==> config.mk <==
export PLATFORM = sky130hd
export DESIGN_NAME = reorder_buffer
export DESIGN_NICKNAME = d
export VERILOG_FILES = /design/src/rtl/reorder_buffer.sv
export SDC_FILE = /design/constraint.sdc
export NUM_CORES = 2
export LEC_CHECK = 0
export ABC_AREA = 1
export CORE_ASPECT_RATIO = 1.25
export CORE_MARGIN = 2
export CORE_UTILIZATION = 35
export CTS_CLUSTER_DIAMETER = 150
export CTS_CLUSTER_SIZE = 12
export DETAILED_ROUTE_END_ITERATION = 16
export PLACE_DENSITY = 0.58
export SYNTH_ARGS = -nofsm -noshare
export SYNTH_HDL_FRONTEND = slang
export SYNTH_SLANG_ARGS = --single-unit
==> constraint.sdc <==
create_clock -name clk -period 2.65 [get_ports clk]
set_input_delay 0.3975 -clock clk [delete_from_list [all_inputs] [get_ports clk]]
set_output_delay 0.3975 -clock clk [all_outputs]
set_load 0.05 [all_outputs]
==> src/rtl/reorder_buffer.sv <==
// ============================================================================
//  Module      : reorder_buffer
//  Description : In-order retirement buffer for the Tomasulo core. Allocates
//                one entry per dispatched instruction, captures results from
//                the CDB, retires the head in program order onto the register
//                file write port, forwards operands to the reservation
//                stations, and flushes when a mispredicted branch retires.
//  Ports       : clk/rst/rdy          - clock, sync active-high reset, enable
//                alloc_*              - dispatch allocation request / tag
//                rob_full, rob_empty  - occupancy status
//                cdb_*                - common data bus result broadcast
//                q1_*/q2_*            - combinational operand lookups
//                rd_out_flag/rd_out/rd_val/commit_tag - registered retire port
//                flush_out/flush_pc   - registered flush pulse and restart PC
//  Revision    : 1.0 - initial release
// ============================================================================
`default_nettype none

module reorder_buffer #(
  parameter int ROB_AW   = 4,
  parameter int ROB_SIZE = 16
) (
  input  logic              clk,
  input  logic              rst,
  input  logic              rdy,
  input  logic              alloc_valid,
  input  logic              alloc_has_rd,
  input  logic [4:0]        alloc_rd,
  output logic [ROB_AW-1:0] alloc_tag,
  output logic              rob_full,
  output logic              rob_empty,
  input  logic              cdb_valid,
  input  logic [ROB_AW-1:0] cdb_tag,
  input  logic [31:0]       cdb_val,
  input  logic              cdb_mispredict,
  input  logic [31:0]       cdb_target,
  input  logic [ROB_AW-1:0] q1_tag,
  input  logic [ROB_AW-1:0] q2_tag,
  output logic              q1_ready,
  output logic              q2_ready,
  output logic [31:0]       q1_val,
  output logic [31:0]       q2_val,
  output logic              rd_out_flag,
  output logic [4:0]        rd_out,
  output logic [31:0]       rd_val,
  output logic [ROB_AW-1:0] commit_tag,
  output logic              flush_out,
  output logic [31:0]       flush_pc
);

  localparam logic [ROB_AW:0] FULL_CNT = (ROB_AW+1)'(ROB_SIZE);

  // Entry storage
  logic [ROB_SIZE-1:0] busy_q,   busy_d;
  logic [ROB_SIZE-1:0] ready_q,  ready_d;
  logic [ROB_SIZE-1:0] has_rd_q, has_rd_d;
  logic [ROB_SIZE-1:0] mis_q,    mis_d;
  logic [4:0]          rd_q     [ROB_SIZE];
  logic [4:0]          rd_d     [ROB_SIZE];
  logic [31:0]         val_q    [ROB_SIZE];
  logic [31:0]         val_d    [ROB_SIZE];
  logic [31:0]         target_q [ROB_SIZE];
  logic [31:0]         target_d [ROB_SIZE];

  // Pointers and occupancy
  logic [ROB_AW-1:0] head_q,  head_d;
  logic [ROB_AW-1:0] tail_q,  tail_d;
  logic [ROB_AW:0]   count_q, count_d;

  // Registered outputs
  logic              rd_out_flag_q, rd_out_flag_d;
  logic [4:0]        rd_out_q,      rd_out_d;
  logic [31:0]       rd_val_q,      rd_val_d;
  logic [ROB_AW-1:0] commit_tag_q,  commit_tag_d;
  logic              flush_out_q,   flush_out_d;
  logic [31:0]       flush_pc_q,    flush_pc_d;

  logic do_alloc;
  logic do_retire;
  logic do_flush;

  assign rob_full  = (count_q == FULL_CNT);
  assign rob_empty = (count_q == '0);
  assign alloc_tag = tail_q;

  // Full check uses the registered count, so a same-cycle retire never
  // frees room for an allocation.
  assign do_alloc  = alloc_valid && !rob_full;
  assign do_retire = busy_q[head_q] && ready_q[head_q];
  assign do_flush  = do_retire && mis_q[head_q];

  // Operand lookup: a live CDB broadcast wins over the stored entry.
  always_comb begin
    q1_ready = busy_q[q1_tag] && ready_q[q1_tag];
    q1_val   = val_q[q1_tag];
    q2_ready = busy_q[q2_tag] && ready_q[q2_tag];
    q2_val   = val_q[q2_tag];
    if (cdb_valid && (cdb_tag == q1_tag)) begin
      q1_ready = 1'b1;
      q1_val   = cdb_val;
    end
    if (cdb_valid && (cdb_tag == q2_tag)) begin
      q2_ready = 1'b1;
      q2_val   = cdb_val;
    end
  end

  always_comb begin
    busy_d        = busy_q;
    ready_d       = ready_q;
    has_rd_d      = has_rd_q;
    mis_d         = mis_q;
    rd_d          = rd_q;
    val_d         = val_q;
    target_d      = target_q;
    head_d        = head_q;
    tail_d        = tail_q;
    count_d       = count_q;
    rd_out_flag_d = 1'b0;
    rd_out_d      = rd_out_q;
    rd_val_d      = rd_val_q;
    commit_tag_d  = commit_tag_q;
    flush_out_d   = 1'b0;
    flush_pc_d    = flush_pc_q;

    if (rdy) begin
      if (do_alloc) begin
        busy_d[tail_q]   = 1'b1;
        ready_d[tail_q]  = 1'b0;
        mis_d[tail_q]    = 1'b0;
        has_rd_d[tail_q] = alloc_has_rd;
        rd_d[tail_q]     = alloc_rd;
        tail_d           = tail_q + 1'b1;
      end

      // Only entries already busy in registered state accept a result.
      if (cdb_valid && busy_q[cdb_tag]) begin
        ready_d[cdb_tag]  = 1'b1;
        val_d[cdb_tag]    = cdb_val;
        mis_d[cdb_tag]    = cdb_mispredict;
        target_d[cdb_tag] = cdb_target;
      end

      if (do_retire) begin
        rd_out_flag_d  = has_rd_q[head_q] && (rd_q[head_q] != 5'd0);
        rd_out_d       = rd_q[head_q];
        rd_val_d       = val_q[head_q];
        commit_tag_d   = head_q;
        busy_d[head_q] = 1'b0;
        head_d         = head_q + 1'b1;
      end

      if (do_alloc && !do_retire) begin
        count_d = count_q + 1'b1;
      end else if (do_retire && !do_alloc) begin
        count_d = count_q - 1'b1;
      end

      // Mispredicted branch at head: discard everything younger, including
      // any allocation or CDB capture from this cycle.
      if (do_flush) begin
        flush_out_d = 1'b1;
        flush_pc_d  = target_q[head_q];
        busy_d      = '0;
        head_d      = '0;
        tail_d      = '0;
        count_d     = '0;
      end
    end
  end

  always_ff @(posedge clk) begin
    if (rst) begin
      busy_q        <= '0;
      ready_q       <= '0;
      has_rd_q      <= '0;
      mis_q         <= '0;
      for (int i = 0; i < ROB_SIZE; i++) begin
        rd_q[i]     <= '0;
        val_q[i]    <= '0;
        target_q[i] <= '0;
      end
      head_q        <= '0;
      tail_q        <= '0;
      count_q       <= '0;
      rd_out_flag_q <= 1'b0;
      rd_out_q      <= '0;
      rd_val_q      <= '0;
      commit_tag_q  <= '0;
      flush_out_q   <= 1'b0;
      flush_pc_q    <= '0;
    end else begin
      busy_q        <= busy_d;
      ready_q       <= ready_d;
      has_rd_q      <= has_rd_d;
      mis_q         <= mis_d;
      rd_q          <= rd_d;
      val_q         <= val_d;
      target_q      <= target_d;
      head_q        <= head_d;
      tail_q        <= tail_d;
      count_q       <= count_d;
      rd_out_flag_q <= rd_out_flag_d;
      rd_out_q      <= rd_out_d;
      rd_val_q      <= rd_val_d;
      commit_tag_q  <= commit_tag_d;
      flush_out_q   <= flush_out_d;
      flush_pc_q    <= flush_pc_d;
    end
  end

  assign rd_out_flag = rd_out_flag_q;
  assign rd_out      = rd_out_q;
  assign rd_val      = rd_val_q;
  assign commit_tag  = commit_tag_q;
  assign flush_out   = flush_out_q;
  assign flush_pc    = flush_pc_q;

endmodule

`default_nettype wire

## Word level (Yosys, flattened, before mapping)

Index checks and enable logic that the tools add are counted.

- Register bits after elaboration: 1,256
- Bits in latches: 0
- Bits in writable memories: 0
- ROM bits: 0
- Input port bits: 88
- Output and inout bits: 147
- Word-level logic and storage cells: 200
- Memories kept: 0

- Add/sub/neg operators: 4
- $mul: 0
- Div/mod/pow operators: 0
- Magnitude comparators: 15
- Equality and inequality tests: 3
- Shifts and indexed selects: 0
- Muxes and demuxes: 70
- Bitwise logic cells: 14
- Reduce and logical (&&, ||, !) cells: 33

Operators with widths:

| cell | number |
|---|---|
| bitwise mux 512 bit | 2 |
| binary-select mux 32 bit (select 4 bit) | 4 |
| two-way mux 32 bit | 11 |
| two-way mux 16 bit | 10 |
| demux 32 bit (select 4 bit) | 1 |
| bitwise mux 80 bit | 1 |
| AND 16 bit | 3 |
| binary-select mux 1 bit (select 4 bit) | 9 |
| bitwise mux 16 bit | 2 |
| inverter 16 bit | 2 |
| bitwise OR 16 bit | 2 |
| two-way mux 5 bit | 6 |
| greater-or-equal comparator 5 bit, second input constant | 5 |
| less-than comparator 4 x 5 -> 1 bit, second input constant | 5 |
| inverter 4 -> 5 bit | 5 |
| binary-select mux 5 bit (select 4 bit) | 1 |
| demux 5 bit (select 4 bit) | 1 |
| logical AND 1 bit | 16 |
| two-way mux 4 bit | 4 |
| two-way mux 1 bit | 15 |
| AND reduction 2 bit | 7 |
| demux 1 bit (select 4 bit) | 3 |
| greater-or-equal comparator 4 x 1 -> 1 bit, second input constant | 3 |
| less-than comparator 5 x 1 -> 1 bit, second input constant | 2 |
| 13 further kinds | 19 |

## Logic depth before layout (Yosys ltp)

- Depth in word-level cells: 10
- Depth in mapped cells: 21
- Gate-level depth less buffers: 20

## Least setup slack after synthesis

No wires, ideal clock.

- Kind: input -> output
- From: input q1_tag[0]
- To: output q1_val[27]
- Data arrival time: 2.647 ns
- Slack: -0.394 ns
- Cell stages on the path: 9
- Path buffers: 4
- Path through: clkbuf_1 > inv_1 > clkbuf_1 > clkbuf_1 > clkbuf_1 > a21oi_1 > o21ai_0 > nand3_1 > a31oi_1

- Longest elaborated chain between the ends: 5
- Elaborated cells on any way between the ends: 7

Ends and longest elaborated chain:

| element | line | RTL |
|---|---|---|
| start: declaration | 37 | `input logic [ROB_AW-1:0] q1_tag,` |
| inverter 4 -> 5 bit (not written as such) | 95 | `q1_val = val_q[q1_tag];` |
| binary-select mux 32 bit (select 4 bit) | 95 |  |
| two-way mux 32 bit (not written as such) (2 in series) | 95 |  |
| two-way mux 32 bit * | 98 | `if (cdb_valid && (cdb_tag == q1_tag)) begin` |
| end: declaration | 41 | `output logic [31:0] q1_val,` |

Every way passes the cells marked *; elsewhere a longest branch is shown, timed or not. The select of a mux whose other input is x is not followed.

## Worst setup path in the final report

- From: register ready_q[4]
- To: output q1_ready

- Longest elaborated chain between the ends: 4

Ends and longest elaborated chain:

| element | line | RTL |
|---|---|---|
| start: declaration | 55 | `logic [ROB_SIZE-1:0] ready_q, ready_d;` |
| start signal: assignment | 194 | `ready_q <= ready_d;` |
| binary-select mux 1 bit (select 4 bit) | 94 | `q1_ready = busy_q[q1_tag] && ready_q[q1_tag];` |
| two-way mux 1 bit (not written as such) | 94 |  |
| logical AND 1 bit | 94 |  |
| two-way mux 1 bit | 98 |  |
| end: declaration | 39 | `output logic q1_ready,` |

Every way passes these cells. The select of a mux whose other input is x is not followed.

==> metrics.cfg <==
[status]
status = finished, violations left
violations = negative setup slack

[detailed_routing]
drcViolationCount = 0
vias = 75880
drt_first_pass_iters = 6
wirelength_um = 289800
drt_iter0_drc = 8393
antenna_left = 0
wl_per_cell_um = 20.82
vias_per_cell = 5.453

[timing]
relSlewSlack = 0.3013
hold_ws_ns = 0.1976
finalCritPeriodShare = 1.012
fin_worst_skew_ns = 0.1072
tns_ns = -0.03252
hold_viol_final = 0
setup_slack_ns = -0.03252
max_freq_mhz = 372.8
rsz0062_at_grt = true
post-route-min-period_ns = 2.683
finalSetupViolCount = 1
worst_slew_pin_slew_ns = 1.048
slew_viol_final = 0

[global_route]
grt_max_degree = 178
grt_pass1_vias = 70270
grt_overflow = 0
grt_util_all_layers = 0.2762
antenna_found_initial = 25
grt_pass1_wl_um = 434300

[place]
dp_hpwl_um = 172600
dpl_cell_area_um2 = 77460
dp.cells = 13750
io_buffers = 234
gp_congestion = 0.9050

[finish]
final_util = 0.4178
final_nets = 11420
post-route-cell-area_um2 = 82110
num-fill-cells = 20380
fin_cells = 13920
drive_above_1_share = 0.09206
syn_to_final_growth_pct = 18.81
layout_common_cells = nand2_1, nor2_1, a21oi_1
final_common_cell = nand2_1

[die]
fp.dieW_um = 401.5
io-pin-count = 235
die-area_um2 = 201100
core_area_um2 = 196500
start_util = 0.3517
num_rows = 182
die_y_um = 500.8

[worst_setup_path]
worst_setup_path_start_kind = register
slowest_delay_ns = 0.37
cp_max_fo = 2
required_ns = 2.25
crit_chain = buf_6 > nand2_4 > o21ai_4 > a21oi_2 > a221o_1 > nand3_2 > buf_12 > buf_12
crit_type = register to primary output
cp_top_family = compound AO/OA/AOI/OAI gates
critPathArrivalTime_ns = 2.29
cp.buffers_inverters = 3
end_kind = primary output
crit_top_cell = buf_12
cp_slowest_cell = dfxtp_4

[clock_tree]
cts_root_buf = clkbuf_16
cts_tree = built
clk_latency_ns = 0.82
clk_pin_slew_ns = 0.07
cts_sinks = 1256
cts.htree.levels = 3
cts_buffer_depth = 3
cts_buffers = 114

[synthesis]
synth_edf_count = 0
yosysSeqAreaShare = 0.3638
ys_seq_elements = 1256
synth_nets = 11560
synth.distinct_cells = 40
synth-main-ff-cell = dfxtp_1
netlist_instances = 11460
netlist_area_um2 = 69110
async_reset_ff_frac = 0
yosys_warnings = 0
syn_area_per_cell_um2 = 6.029

[min_path]
hp-class = input pin to register

[flow_run]
max_cap_violations = 0

[power]
peakVddDrop_uv = 529.0
p_leak_uw = 0.03638
pwr_density_cell_nw_per_um2 = 478.5

-- through the flow --
stage	worst slack (ns)	total power, uW
6_report	-0.03252	39290
2_1_floorplan	-0.2279	21580
4_1_cts	-0.06628	39380
3_3_place_gp	-0.3447	23740
5_1_grt	-0.07434	40430
3_5_place_dp	-0.3586	23770
-- path summary, 6_finish.rpt --
check                      startpoint                   endpoint  slack [ns]  depth (start not counted)
max           ready_q[4]$_SDFFE_PP0P_                   q1_ready       -0.03                          8
min                               rdy    count_q[0]$_SDFFE_PP0P_        0.20                          5
max reg2reg    head_q[0]$_SDFFE_PP0P_  flush_pc[28]$_SDFFE_PP0P_        0.05                         11
min reg2reg  has_rd_q[9]$_SDFFE_PP0P_   has_rd_q[9]$_SDFFE_PP0P_        0.45                          2
-- worst reg2reg max path, delay by kind of cell (launching register included) --
kind | cells | cell delay [ns]
flip-flops | 1 | 0.48
AO/OA/AOI/OAI | 3 | 0.34
buffers and inverters | 4 | 1.19
AND/OR/NAND/NOR | 4 | 0.59
-- final cells by class --
| type | instances | area (um2) | share of cell area |
|---|---|---|---|
| repair buffers | 756 | 9186 | 0.1119 |
| clock inverters | 8 | 230.2 | 0.002804 |
| inverters | 987 | 3784 | 0.04608 |
| repair inverters | 1 | 11.26 | 0.0001371 |
| multi-input cells | 8206 | 37540 | 0.4572 |
| clock buffers | 115 | 2856 | 0.03479 |
| well taps | 2576 | 3223 | 0.03925 |
| flip-flops and latches | 1256 | 25260 | 0.3076 |
| diodes | 10 | 25.02 | 0.0003048 |
-- sequential cells by signal (all words and copies together), names as in the netlist, 4 cells and up --
register and flops:
target_q 512, val_q 512, rd_q 80, flush_pc 32, rd_val 32, busy_q 16
has_rd_q 16, mis_q 16, ready_q 16, count_q 5, rd_out 5, alloc_tag 4
commit_tag 4, head_q 4
-- power by group --
part           switching, uW  internal (uW)
Combinational           3150           1630
Sequential              25.3          18900
Clock                   7840           7740
Total                  11000          28300
-- repair_timing --
action	4_1_cts	5_1_grt
hold buffers	1	0
resized for setup	203	404
setup buffers	9	16
endpoints found under the hold margin	10	0
endpoints found under the setup margin	78	88
pin swaps	74	187
gates cloned	9	4
-- kinds of logic after synthesis --
| group | Yosys count | share of synthesized area |
|---|---|---|
| and+or+nand+nor | 5191 | 0.2921 |
| AOI/OAI and AO/OA | 2996 | 0.2258 |
| buffers and inverters | 2001 | 0.1150 |
| DFF | 1256 | 0.3638 |
| adders and majority gates | 13 | 0.002462 |
| xor gates and xnor gates | 6 | 0.0007603 |
-- routing by layer --
layer / wire length (um) / up-vias / GRT usage
li1: - / 36150 / -
met1: 116500 / 35060 / 0.3519
met2: 130700 / 3819 / 0.4489
met3: 27470 / 824 / 0.04567
met4: 15010 / 24 / 0.1406
met5: 168 / - / 0
-- synthesized netlist by cell type (4+ instances only) --
cell type	instances	area (um2)
nand2_2	8	50.05
xor2_1	5	43.79
buf_1	103	386.6
a22o_1	8	70.07
a221o_1	4	40.04
a31oi_1	77	481.7
inv_1	981	3682
dfxtp_1	1256	25140
buf_4	36	270.3
a21boi_0	4	30.03
buf_2	236	1181
nand2_1	2625	9853
nor2_1	2069	7766
o31ai_1	18	135.1
ha_1	12	150.1
clkbuf_1	638	2395
o211ai_1	27	202.7
a21o_1	12	90.09
inv_2	4	15.01
o21ai_0	1421	7112
a22oi_1	7	52.55
nor3_1	6	30.03
nand4_1	15	93.84
o221ai_1	62	543.0
a21oi_1	1331	6661
nand3_1	450	2252
a211oi_1	19	142.6
nand3b_1	12	90.09
Power figures use the tool's default switching activity.
